===== src/rtl/wash_seq_ctrl_if.sv =====
// Handshake bundle between the wash sequencer and the selection/display logic.
// The master side drives the control pulses; the slave side reports the cycle status.
interface wash_seq_ctrl_if;
    logic       start;
    logic [1:0] mode;
    logic       pause_pos;
    logic       abort;
    logic       busy;
    logic       done;
    logic [2:0] stage;
    logic [7:0] remain_s;
    logic       paused;
    logic       fine;
    logic [7:0] st_light;

    modport master (
        output start, mode, pause_pos, abort,
        input  busy, done, stage, remain_s, paused, fine, st_light
    );

    modport slave (
        input  start, mode, pause_pos, abort,
        output busy, done, stage, remain_s, paused, fine, st_light
    );
endinterface


===== src/rtl/wash_seq_ctrl.sv =====
// Wash-phase sequencer: FILL -> WASH -> RINSE -> SPIN (or SPIN only for dry mode)
// with per-second countdowns, pause/resume, pause-overtime fine flag and status lights.
module wash_seq_ctrl #(
    parameter int SEC_CYCLES  = 100000000,
    parameter int T_FILL      = 4,
    parameter int T_WASH_S    = 6,
    parameter int T_WASH_M    = 10,
    parameter int T_WASH_B    = 14,
    parameter int T_RINSE     = 6,
    parameter int T_SPIN      = 8,
    parameter int T_DRY       = 12,
    parameter int PAUSE_LIMIT = 20
) (
    input  logic           clk,
    input  logic           rst,
    wash_seq_ctrl_if.slave bus
);
    localparam int PW = (SEC_CYCLES > 1) ? $clog2(SEC_CYCLES) : 1;

    typedef enum logic [2:0] {
        IDLE  = 3'd0,
        FILL  = 3'd1,
        WASH  = 3'd2,
        RINSE = 3'd3,
        SPIN  = 3'd4
    } stage_t;

    function automatic logic [5:0] stage_dur(input stage_t s, input logic [1:0] m);
        logic [5:0] r;
        r = 6'd0;
        case (s)
            FILL:  r = 6'(T_FILL);
            WASH: begin
                case (m)
                    2'd0:    r = 6'(T_WASH_S);
                    2'd1:    r = 6'(T_WASH_M);
                    default: r = 6'(T_WASH_B);
                endcase
            end
            RINSE: r = 6'(T_RINSE);
            SPIN:  r = (m == 2'd3) ? 6'(T_DRY) : 6'(T_SPIN);
            default: r = 6'd0;
        endcase
        return r;
    endfunction

    // Seconds still owed by the stages that follow s in the latched mode.
    function automatic logic [7:0] later_sum(input stage_t s, input logic [1:0] m);
        logic [7:0] r;
        r = 8'd0;
        case (s)
            FILL:  r = 8'(stage_dur(WASH, m)) + 8'(T_RINSE) + 8'(T_SPIN);
            WASH:  r = 8'(T_RINSE) + 8'(T_SPIN);
            RINSE: r = 8'(T_SPIN);
            default: r = 8'd0;
        endcase
        return r;
    endfunction

    function automatic stage_t next_stage(input stage_t s);
        stage_t r;
        case (s)
            FILL:    r = WASH;
            WASH:    r = RINSE;
            RINSE:   r = SPIN;
            default: r = IDLE;
        endcase
        return r;
    endfunction

    stage_t          stage_reg, stage_next;
    logic [1:0]      mode_reg, mode_next;
    logic [PW-1:0]   presc_reg, presc_next;
    logic [5:0]      cnt_reg, cnt_next;
    logic [7:0]      pause_s_reg, pause_s_next;
    logic            paused_reg, paused_next;
    logic            fine_reg, fine_next;
    logic            busy_reg, busy_next;
    logic            done_reg, done_next;
    logic            done_latch_reg, done_latch_next;
    logic [7:0]      remain_reg, remain_next;
    logic [7:0]      light_reg, light_next;
    logic [3:0]      stage_hot;
    logic [7:0]      pause_s_inc;
    logic            sec_tick;

    assign sec_tick    = busy_reg && (presc_reg == PW'(SEC_CYCLES - 1));
    assign pause_s_inc = (pause_s_reg == 8'hFF) ? 8'hFF : pause_s_reg + 8'd1;

    always_comb begin
        stage_next      = stage_reg;
        mode_next       = mode_reg;
        presc_next      = presc_reg;
        cnt_next        = cnt_reg;
        pause_s_next    = pause_s_reg;
        paused_next     = paused_reg;
        fine_next       = fine_reg;
        busy_next       = busy_reg;
        done_next       = 1'b0;
        done_latch_next = done_latch_reg;

        if (!busy_reg) begin
            // In IDLE only start matters; a coincident abort is meaningless here.
            if (bus.start) begin
                mode_next       = bus.mode;
                stage_next      = (bus.mode == 2'd3) ? SPIN : FILL;
                cnt_next        = stage_dur(stage_next, bus.mode);
                busy_next       = 1'b1;
                presc_next      = '0;
                pause_s_next    = 8'd0;
                fine_next       = 1'b0;
                paused_next     = 1'b0;
                done_latch_next = 1'b0;
            end
        end else if (bus.abort) begin
            stage_next  = IDLE;
            busy_next   = 1'b0;
            paused_next = 1'b0;
            cnt_next    = 6'd0;
            presc_next  = '0;
        end else begin
            presc_next = sec_tick ? '0 : presc_reg + PW'(1);
            if (sec_tick && paused_reg) begin
                pause_s_next = pause_s_inc;
                if (32'(pause_s_inc) >= PAUSE_LIMIT)
                    fine_next = 1'b1;
            end
            if (bus.pause_pos)
                paused_next = !paused_reg;
            if (sec_tick && !paused_reg) begin
                if (cnt_reg == 6'd1) begin
                    if (stage_reg == SPIN) begin
                        stage_next      = IDLE;
                        busy_next       = 1'b0;
                        done_next       = 1'b1;
                        done_latch_next = 1'b1;
                        paused_next     = 1'b0;
                        cnt_next        = 6'd0;
                        presc_next      = '0;
                    end else begin
                        stage_next = next_stage(stage_reg);
                        cnt_next   = stage_dur(stage_next, mode_reg);
                    end
                end else begin
                    cnt_next = cnt_reg - 6'd1;
                end
            end
        end

        remain_next = busy_next ? (8'(cnt_next) + later_sum(stage_next, mode_next)) : 8'd0;
        light_next  = {fine_next, paused_next, done_latch_next, busy_next, stage_hot};
    end

    genvar gi;
    generate
        for (gi = 0; gi < 4; gi++) begin : g_hot
            assign stage_hot[gi] = (stage_next == stage_t'(3'(gi + 1)));
        end
    endgenerate

    always_ff @(posedge clk or negedge rst) begin
        if (!rst) begin
            stage_reg      <= IDLE;
            mode_reg       <= 2'd0;
            presc_reg      <= '0;
            cnt_reg        <= 6'd0;
            pause_s_reg    <= 8'd0;
            paused_reg     <= 1'b0;
            fine_reg       <= 1'b0;
            busy_reg       <= 1'b0;
            done_reg       <= 1'b0;
            done_latch_reg <= 1'b0;
            remain_reg     <= 8'd0;
            light_reg      <= 8'd0;
        end else begin
            stage_reg      <= stage_next;
            mode_reg       <= mode_next;
            presc_reg      <= presc_next;
            cnt_reg        <= cnt_next;
            pause_s_reg    <= pause_s_next;
            paused_reg     <= paused_next;
            fine_reg       <= fine_next;
            busy_reg       <= busy_next;
            done_reg       <= done_next;
            done_latch_reg <= done_latch_next;
            remain_reg     <= remain_next;
            light_reg      <= light_next;
        end
    end

    assign bus.busy     = busy_reg;
    assign bus.done     = done_reg;
    assign bus.stage    = stage_reg;
    assign bus.remain_s = remain_reg;
    assign bus.paused   = paused_reg;
    assign bus.fine     = fine_reg;
    assign bus.st_light = light_reg;
endmodule


===== src/flat_wrapper.sv =====
// flat-port wrapper written by rule: the top's interface ports become plain ports
module wash_seq_ctrl_flat 
#(
    parameter int SEC_CYCLES  = 100000000,
    parameter int T_FILL      = 4,
    parameter int T_WASH_S    = 6,
    parameter int T_WASH_M    = 10,
    parameter int T_WASH_B    = 14,
    parameter int T_RINSE     = 6,
    parameter int T_SPIN      = 8,
    parameter int T_DRY       = 12,
    parameter int PAUSE_LIMIT = 20
)
  (clk, rst, bus_start, bus_mode, bus_pause_pos, bus_abort, bus_busy, bus_done, bus_stage, bus_remain_s, bus_paused, bus_fine, bus_st_light);
  wash_seq_ctrl_if bus_i ();
  input  logic clk;
  input  logic rst;
  input wire logic [$bits(bus_i.start)-1:0] bus_start;
  input wire logic [$bits(bus_i.mode)-1:0] bus_mode;
  input wire logic [$bits(bus_i.pause_pos)-1:0] bus_pause_pos;
  input wire logic [$bits(bus_i.abort)-1:0] bus_abort;
  output wire logic [$bits(bus_i.busy)-1:0] bus_busy;
  output wire logic [$bits(bus_i.done)-1:0] bus_done;
  output wire logic [$bits(bus_i.stage)-1:0] bus_stage;
  output wire logic [$bits(bus_i.remain_s)-1:0] bus_remain_s;
  output wire logic [$bits(bus_i.paused)-1:0] bus_paused;
  output wire logic [$bits(bus_i.fine)-1:0] bus_fine;
  output wire logic [$bits(bus_i.st_light)-1:0] bus_st_light;
  assign bus_i.start = bus_start;
  assign bus_i.mode = bus_mode;
  assign bus_i.pause_pos = bus_pause_pos;
  assign bus_i.abort = bus_abort;
  assign bus_busy = bus_i.busy;
  assign bus_done = bus_i.done;
  assign bus_stage = bus_i.stage;
  assign bus_remain_s = bus_i.remain_s;
  assign bus_paused = bus_i.paused;
  assign bus_fine = bus_i.fine;
  assign bus_st_light = bus_i.st_light;
  wash_seq_ctrl #(.SEC_CYCLES(SEC_CYCLES), .T_FILL(T_FILL), .T_WASH_S(T_WASH_S), .T_WASH_M(T_WASH_M), .T_WASH_B(T_WASH_B), .T_RINSE(T_RINSE), .T_SPIN(T_SPIN), .T_DRY(T_DRY), .PAUSE_LIMIT(PAUSE_LIMIT)) u_core (.clk(clk), .rst(rst), .bus(bus_i));
endmodule

===== config.mk =====
export PLATFORM = sky130hd
export DESIGN_NAME = wash_seq_ctrl_flat
export DESIGN_NICKNAME = d
export VERILOG_FILES = /design/src/rtl/wash_seq_ctrl_if.sv /design/src/rtl/wash_seq_ctrl.sv /design/src/flat_wrapper.sv
export SDC_FILE = /design/constraint.sdc
export NUM_CORES = 1
export LEC_CHECK = 0
export CELL_PAD_IN_SITES_DETAIL_PLACEMENT = 1
export CELL_PAD_IN_SITES_GLOBAL_PLACEMENT = 1
export CORE_MARGIN = 10
export CORE_UTILIZATION = 40
export CTS_CLUSTER_SIZE = 30
export DETAILED_ROUTE_END_ITERATION = 6
export GPL_TIMING_DRIVEN = 0
export MAX_ROUTING_LAYER = met4
export PLACE_DENSITY = 0.75
export REMOVE_ABC_BUFFERS = 1
export SETUP_SLACK_MARGIN = 0.2
export SYNTH_ARGS = -nofsm -noshare
export SYNTH_HDL_FRONTEND = slang
export SYNTH_SLANG_ARGS = --single-unit

===== constraint.sdc =====
create_clock -name clk -period 8.17 [get_ports clk]
set_clock_uncertainty 0.2 [all_clocks]
set_input_delay 1.634 -clock clk [delete_from_list [all_inputs] [get_ports clk]]
set_output_delay 1.634 -clock clk [all_outputs]
set_load 0.005 [all_outputs]

* Yosys cells after proc, flatten, opt, wreduce, memory -nomap -nowiden
Cells that the tools add are included.
** Word-level totals
- Flip-flop bits (word level) :: 67
- Input port bits :: 7
- Output and inout bits :: 23
- Word-level logic and storage cells :: 126
** Operators by class
- Add/subtract/negate cells :: 6
- Order comparisons :: 1
- Equal/unequal tests :: 26
- Multiplexer cells :: 72
- Reduce and logical (&&, ||, !) cells :: 9
** Operator list (count)
- 2-to-1 mux 27 bit :: 7
- 2-to-1 mux 8 bit :: 6
- one-hot mux 6 bit (4 select lines) :: 2
- 2-to-1 mux 3 bit :: 14
- 2-to-1 mux 6 bit :: 7
- 2-to-1 mux 1 bit :: 29
- adder 27 x 1 -> 27 bit (second input constant) :: 1
- == test 27 bit (second input constant) :: 1
- == test 3 x 2 -> 1 bit (second input constant) :: 8
- one-hot mux 4 bit (2 select lines) :: 3
- one-hot mux 8 bit (3 select lines) :: 1
- == test 3 x 1 -> 1 bit (second input constant) :: 4
- == test 3 bit (second input constant) :: 4
- one-hot mux 3 bit (3 select lines) :: 1
- adder 6 x 8 -> 8 bit :: 1
- adder 8 x 1 -> 8 bit (second input constant) :: 1
- adder 8 x 4 -> 8 bit (second input constant) :: 1
- == test 8 bit (second input constant) :: 1
- greater-or-equal comparator 8 x 5 -> 1 bit (second input constant) :: 1
- adder 6 x 3 -> 7 bit (second input constant) :: 1
- == test 2 x 1 -> 1 bit (second input constant) :: 3
- == test 6 x 1 -> 1 bit (second input constant) :: 1
- zero test 2 bit :: 3
- subtractor 6 x 1 -> 6 bit (second input constant) :: 1
- other kinds (7) :: 12

* Longest topological paths before layout
- Depth after elaboration :: 19
- Depth in mapped cells :: 15
- Gate-level depth less buffers :: 13

* Least setup slack after synthesis
Ideal clock, no wire load.
- Path kind :: input to register
- From :: input port bus_abort
- To :: register u_core.remain_reg[5] (netlist: u_core.bus.remain_s[5])
- Setup time :: 138 ps
- Arrival time :: 3678 ps
- Required time :: 7832 ps
- Slack :: 4154 ps
- Stages :: 10
- Buffers on the path :: 0
- Cells stage by stage :: nor2b_1 nand4_1 o311a_1 nor3b_4 nand2b_1 fa_1 a21o_1 a21oi_1 a211o_1 a21oi_1
** On the way
- Word-level cells in the longest chain between the ends :: 6
- Elaborated cells on any way between the ends :: 12
- Classes of those cells :: add/sub: 1; eq/ne: 3; mux: 8
** Ends and longest elaborated chain
- start, declared :: line flat_wrapper.sv:21 : input wire logic [$bits(bus_i.abort)-1:0] bus_abort;
- 2-to-1 mux 3 bit :: line wash_seq_ctrl.sv:115 : end else if (bus.abort) begin
- 2-to-1 mux 3 bit :: line wash_seq_ctrl.sv:102 : if (!busy_reg) begin
- == test 3 x 2 -> 1 bit
- named net u_core.light_next[1] :: line wash_seq_ctrl.sv:82 : logic [7:0] light_reg, light_next;
- one-hot mux 8 bit (3 select lines) :: line wash_seq_ctrl.sv:51 : case (s)
- adder 6 x 8 -> 8 bit :: line wash_seq_ctrl.sv:150 : remain_next = busy_next ? (8'(cnt_next) + later_sum(stage_next, mode_next)) : 8'd0;
- 2-to-1 mux 8 bit :: line wash_seq_ctrl.sv:150
- named net u_core.remain_next[5] :: line wash_seq_ctrl.sv:81 : logic [7:0] remain_reg, remain_next;
- end signal, assigned :: line wash_seq_ctrl.sv:186 : remain_reg <= remain_next;
- end, declared :: line wash_seq_ctrl.sv:81
The timed path passes the listed nets, and every way through them passes these cells.
A chain may end at the register's enable or synchronous reset.

* Worst setup path in the final report
Same ends and word-level chain as after synthesis.

==> results.sh <==
export IMPL_outcome="complete, no violations"
export IMPL_n_antenna_cell=0
export IMPL_setup_worst_path_class="input port to flip-flop"
export IMPL_grt_max_degree=63
export IMPL_post_cts_setup_buffers=0
export IMPL_synth_area_per_cell_um2=8.928
export IMPL_grt_pass1_vias=3287
export IMPL_cp_arrival_ps=5170
export IMPL_clkSinkCount=62
export IMPL_netlist_top_cells_area="dfrtp_1 42%, o21ai_0 8.0%, nand2_1 4.0%, nor2_1 2.8%, ha_1 2.7%"
export IMPL_clock_path_buffers=2
export IMPL_drive_gt1_share_pct=9.491
export IMPL_hold_depth=1
export IMPL_setup_tns_final_ps=0
export IMPL_nFillCells=1026
export IMPL_core_area_um2=8848
export IMPL_ant_nets=0
export IMPL_largest_register_ffs=27
export IMPL_drc_errors=0
export IMPL_synth_largest_area_cell="dfrtp_1"
export IMPL_power_switching_mw=0.2168
export IMPL_fin_crit_ps=5096
export IMPL_crit_buf_inv=1
export IMPL_pwr_share_seq_pct=44.2
export IMPL_num_vias=3253
export IMPL_pwr_density_cell_nw_per_um2=178.5
export IMPL_worstHoldStart="u_core.presc_reg[26]"
export IMPL_worst_slew_pin_slew_ps=1041
export IMPL_cp_top_family="simple AND/OR/NAND/NOR gates"
export IMPL_design_die_area_um2=13430
export IMPL_cts_htree_levels=3
export IMPL_yosysUniqueCellTypes=61
export IMPL_nNetsFinal=443
export IMPL_leakage_nw=1.746
export IMPL_whs_endpoint="u_core.presc_reg[26]"
export IMPL_p_clk_share_pct=41.1
export IMPL_cap_violations=0
export IMPL_slew_viol_final=0
export IMPL_regToRegSetupSlack_ps=4030
export IMPL_end_kind="flip-flop"
export IMPL_async_flop_share_pct=100.0
export IMPL_ios=30
export IMPL_p_comb_share_pct=14.7
export IMPL_cpPeakStageDelay_ps=530
export IMPL_fin_util_pct=47.64
export IMPL_path_clk_slew_ps=80
export IMPL_synthFlopType="dfrtp_1"
export IMPL_p_int_mw=0.5354
export IMPL_max_freq_mhz=196.2
export IMPL_rsz0062_at_grt="false"
export IMPL_die_height_um=115.9
export IMPL_io_buffers=28
export IMPL_grt_ovfl_total=0
export IMPL_period_share_pct=62.38
export IMPL_grt_first_pass_wirelength_mm=17.17
export IMPL_die_x_um=115.9
export IMPL_grt_usage_pct=16.34
export IMPL_hold_buffers=0
export IMPL_cts_resized=0
export IMPL_ir_worst_vdd_uv=78.92
export IMPL_cp_required_ps=8250
export IMPL_power_share_switching_pct=28.82
export IMPL_fp_row_count=34
export IMPL_synth_seq_cells=62
export IMPL_path_cells="clkdlybuf4s50_1 > nor2b_1 > nand4_1 > o311a_1 > nor3b_4 > nand2b_1 > fa_1 > a21o_1 > a21oi_1 > o21ai_0 > a21oi_1"
export IMPL_ys_seq_area_share_pct=42.18
export IMPL_seqCellArea_um2=1551
export IMPL_wirelength_mm=10.30
export IMPL_initialDrtViolationCount=186
export IMPL_synth_edff_count=0
export IMPL_clkLatencyLatePin_ps=350
export IMPL_clock_tree_root_cell="clkbuf_8"
export IMPL_rr_endpoint="u_core.bus.remain_s[5]"
export IMPL_cts_tree="built"
export IMPL_critPathSlowestCell="clkdlybuf4s50_1"
export IMPL_cp_start_kind="input port"
export IMPL_hpwl_mm=7.165
export IMPL_syn_area_um2=3679
export IMPL_initial_core_util_pct=41.57
export IMPL_multi_input_area_um2=1946
export IMPL_finalHoldViolations=0
export IMPL_ys_warn_count=0
export IMPL_setup_viol=0
export IMPL_relSlewSlack_pct=30.36
export IMPL_r2r_cells=11
export IMPL_timing_critical_path_mode_cell="a21oi_1"
export IMPL_wire_per_inst_um=19.06
export IMPL_rr_startpoint="u_core.presc_reg[8]"
export IMPL_cts_made_buffers=9
export IMPL_netlist_area_leader_share_pct=42.18
export IMPL_gp_congestion=0.8961
export IMPL_hold_path_class="flip-flop to flip-flop"
export IMPL_syn_inst=412
export IMPL_power_mw=0.7522
export IMPL_via_per_inst=6.024
export IMPL_syn_to_final_growth_pct=14.59
export IMPL_firstDrtPassIters=4
export IMPL_crit_fanout=6
export IMPL_antenna_found_initial=0
kinds of logic after synthesis:
family	share of synthesized area, %
AOI/OAI and AO/OA	21.26
xor gates and xnor gates	1.905
adders and majority gates	3.265
buffers and inverters	5.102
DFF	42.18
muxes	1.429
other	0.1019
and+or+nand+nor	24.76
cells in the final DEF, fill, tap and decap left out, types with 4 or more instances in the layout:
master,netlist,routed
nand4_1,11,11
xor2_1,5,5
nor2b_1,7,7
nand2_1,39,39
inv_1,14,14
ha_1,8,8
nor3_1,11,11
and3_1,9,9
o31ai_1,12,12
a21oi_1,18,18
nand3_1,17,17
clkdlybuf4s50_1,0,27
clkbuf_8,0,9
nor2_1,27,26
or3_1,4,4
and4_1,5,5
o21ai_0,59,58
a31oi_1,8,8
a22o_1,5,5
dfrtp_1,62,62
worst reg2reg max path, cell delays in order, from the launching register on:
cell and delay (ps):
dfrtp_1 450, nor4_1 470, nand4_2 350, nor3_1 810, o21ai_0 220, a21o_1 250, ha_1 230, fa_1 420
a21o_1 200, a21oi_1 210, o21ai_0 120, a21oi_1 140
metal layers:
layer | track usage [%] | vias to the layer above | wire, µm
li1 | - | 1540 | -
met5 | - | - | 0
met4 | 5.088 | 0 | 119
met1 | 20.54 | 1641 | 4726
met2 | 26.20 | 62 | 5033
met3 | 2.894 | 10 | 415
cell usage after synthesis, drive strengths merged, types with 2 or more instances:
library cell and n:
o31ai 12, or3 5, o21ai 59, a31o 3, nor2b 7, mux2i 3
xnor2 3, inv 14, nor2 27, nand2 39, and2 2, nor3b 3
a21o 3, dfrtp 62, nand4b 3, o41ai 3, and4 6, nor3 11
nand3 17, a41oi 3, a21oi 18, a211oi 2, or2 3, nor4 5
mux2 2, and3 9, buf 10, clkbuf 16, a31oi 8, nand2b 3
a22o 5, or4 2, nand4 14, o22ai 3, ha 8, xor2 5
stage by stage:
stage	area [µm²]	setup slack (ps)	hold WS, ps	cells
floorplan	3543	3908	238.0	386
global placement	3959	2452	257.7	522
detailed placement	3993	2763	264.1	524
CTS	4215	3131	280.0	540
global route	4215	2882	304.4	540
finish	4215	3074	282.2	540
power groups by stage:
stage / Sequential [mW] / Combinational (mW) / Clock (mW)
after floorplan: 0.335 / 0.0592 / 0
after global placement: 0.337 / 0.105 / 0
after detailed placement: 0.338 / 0.111 / 0
after CTS: 0.332 / 0.113 / 0.315
after global routing: 0.334 / 0.124 / 0.329
final: 0.332 / 0.111 / 0.309
area by class of cell:
class | count | share of cell area, %
clock buffer | 9 | 2.939
sequential | 62 | 36.81
timing repair buffer | 30 | 7.302
inverter | 14 | 1.247
clock inverter | 7 | 2.345
tap | 108 | 3.206
multi-input combinational | 310 | 46.16
worst max path at each step:
stage,from,endpoint,depth (start not counted)
2_1_floorplan,bus_start,u_core.bus.remain_s[6],12
4_1_cts,bus_abort,u_core.bus.remain_s[5],11
6_report,bus_abort,u_core.bus.remain_s[5],11
5_1_grt,bus_abort,u_core.bus.remain_s[5],11
3_3_place_gp,bus_start,u_core.bus.remain_s[6],13
3_5_place_dp,bus_abort,u_core.bus.remain_s[5],11
Power figures use the tool's default switching activity.
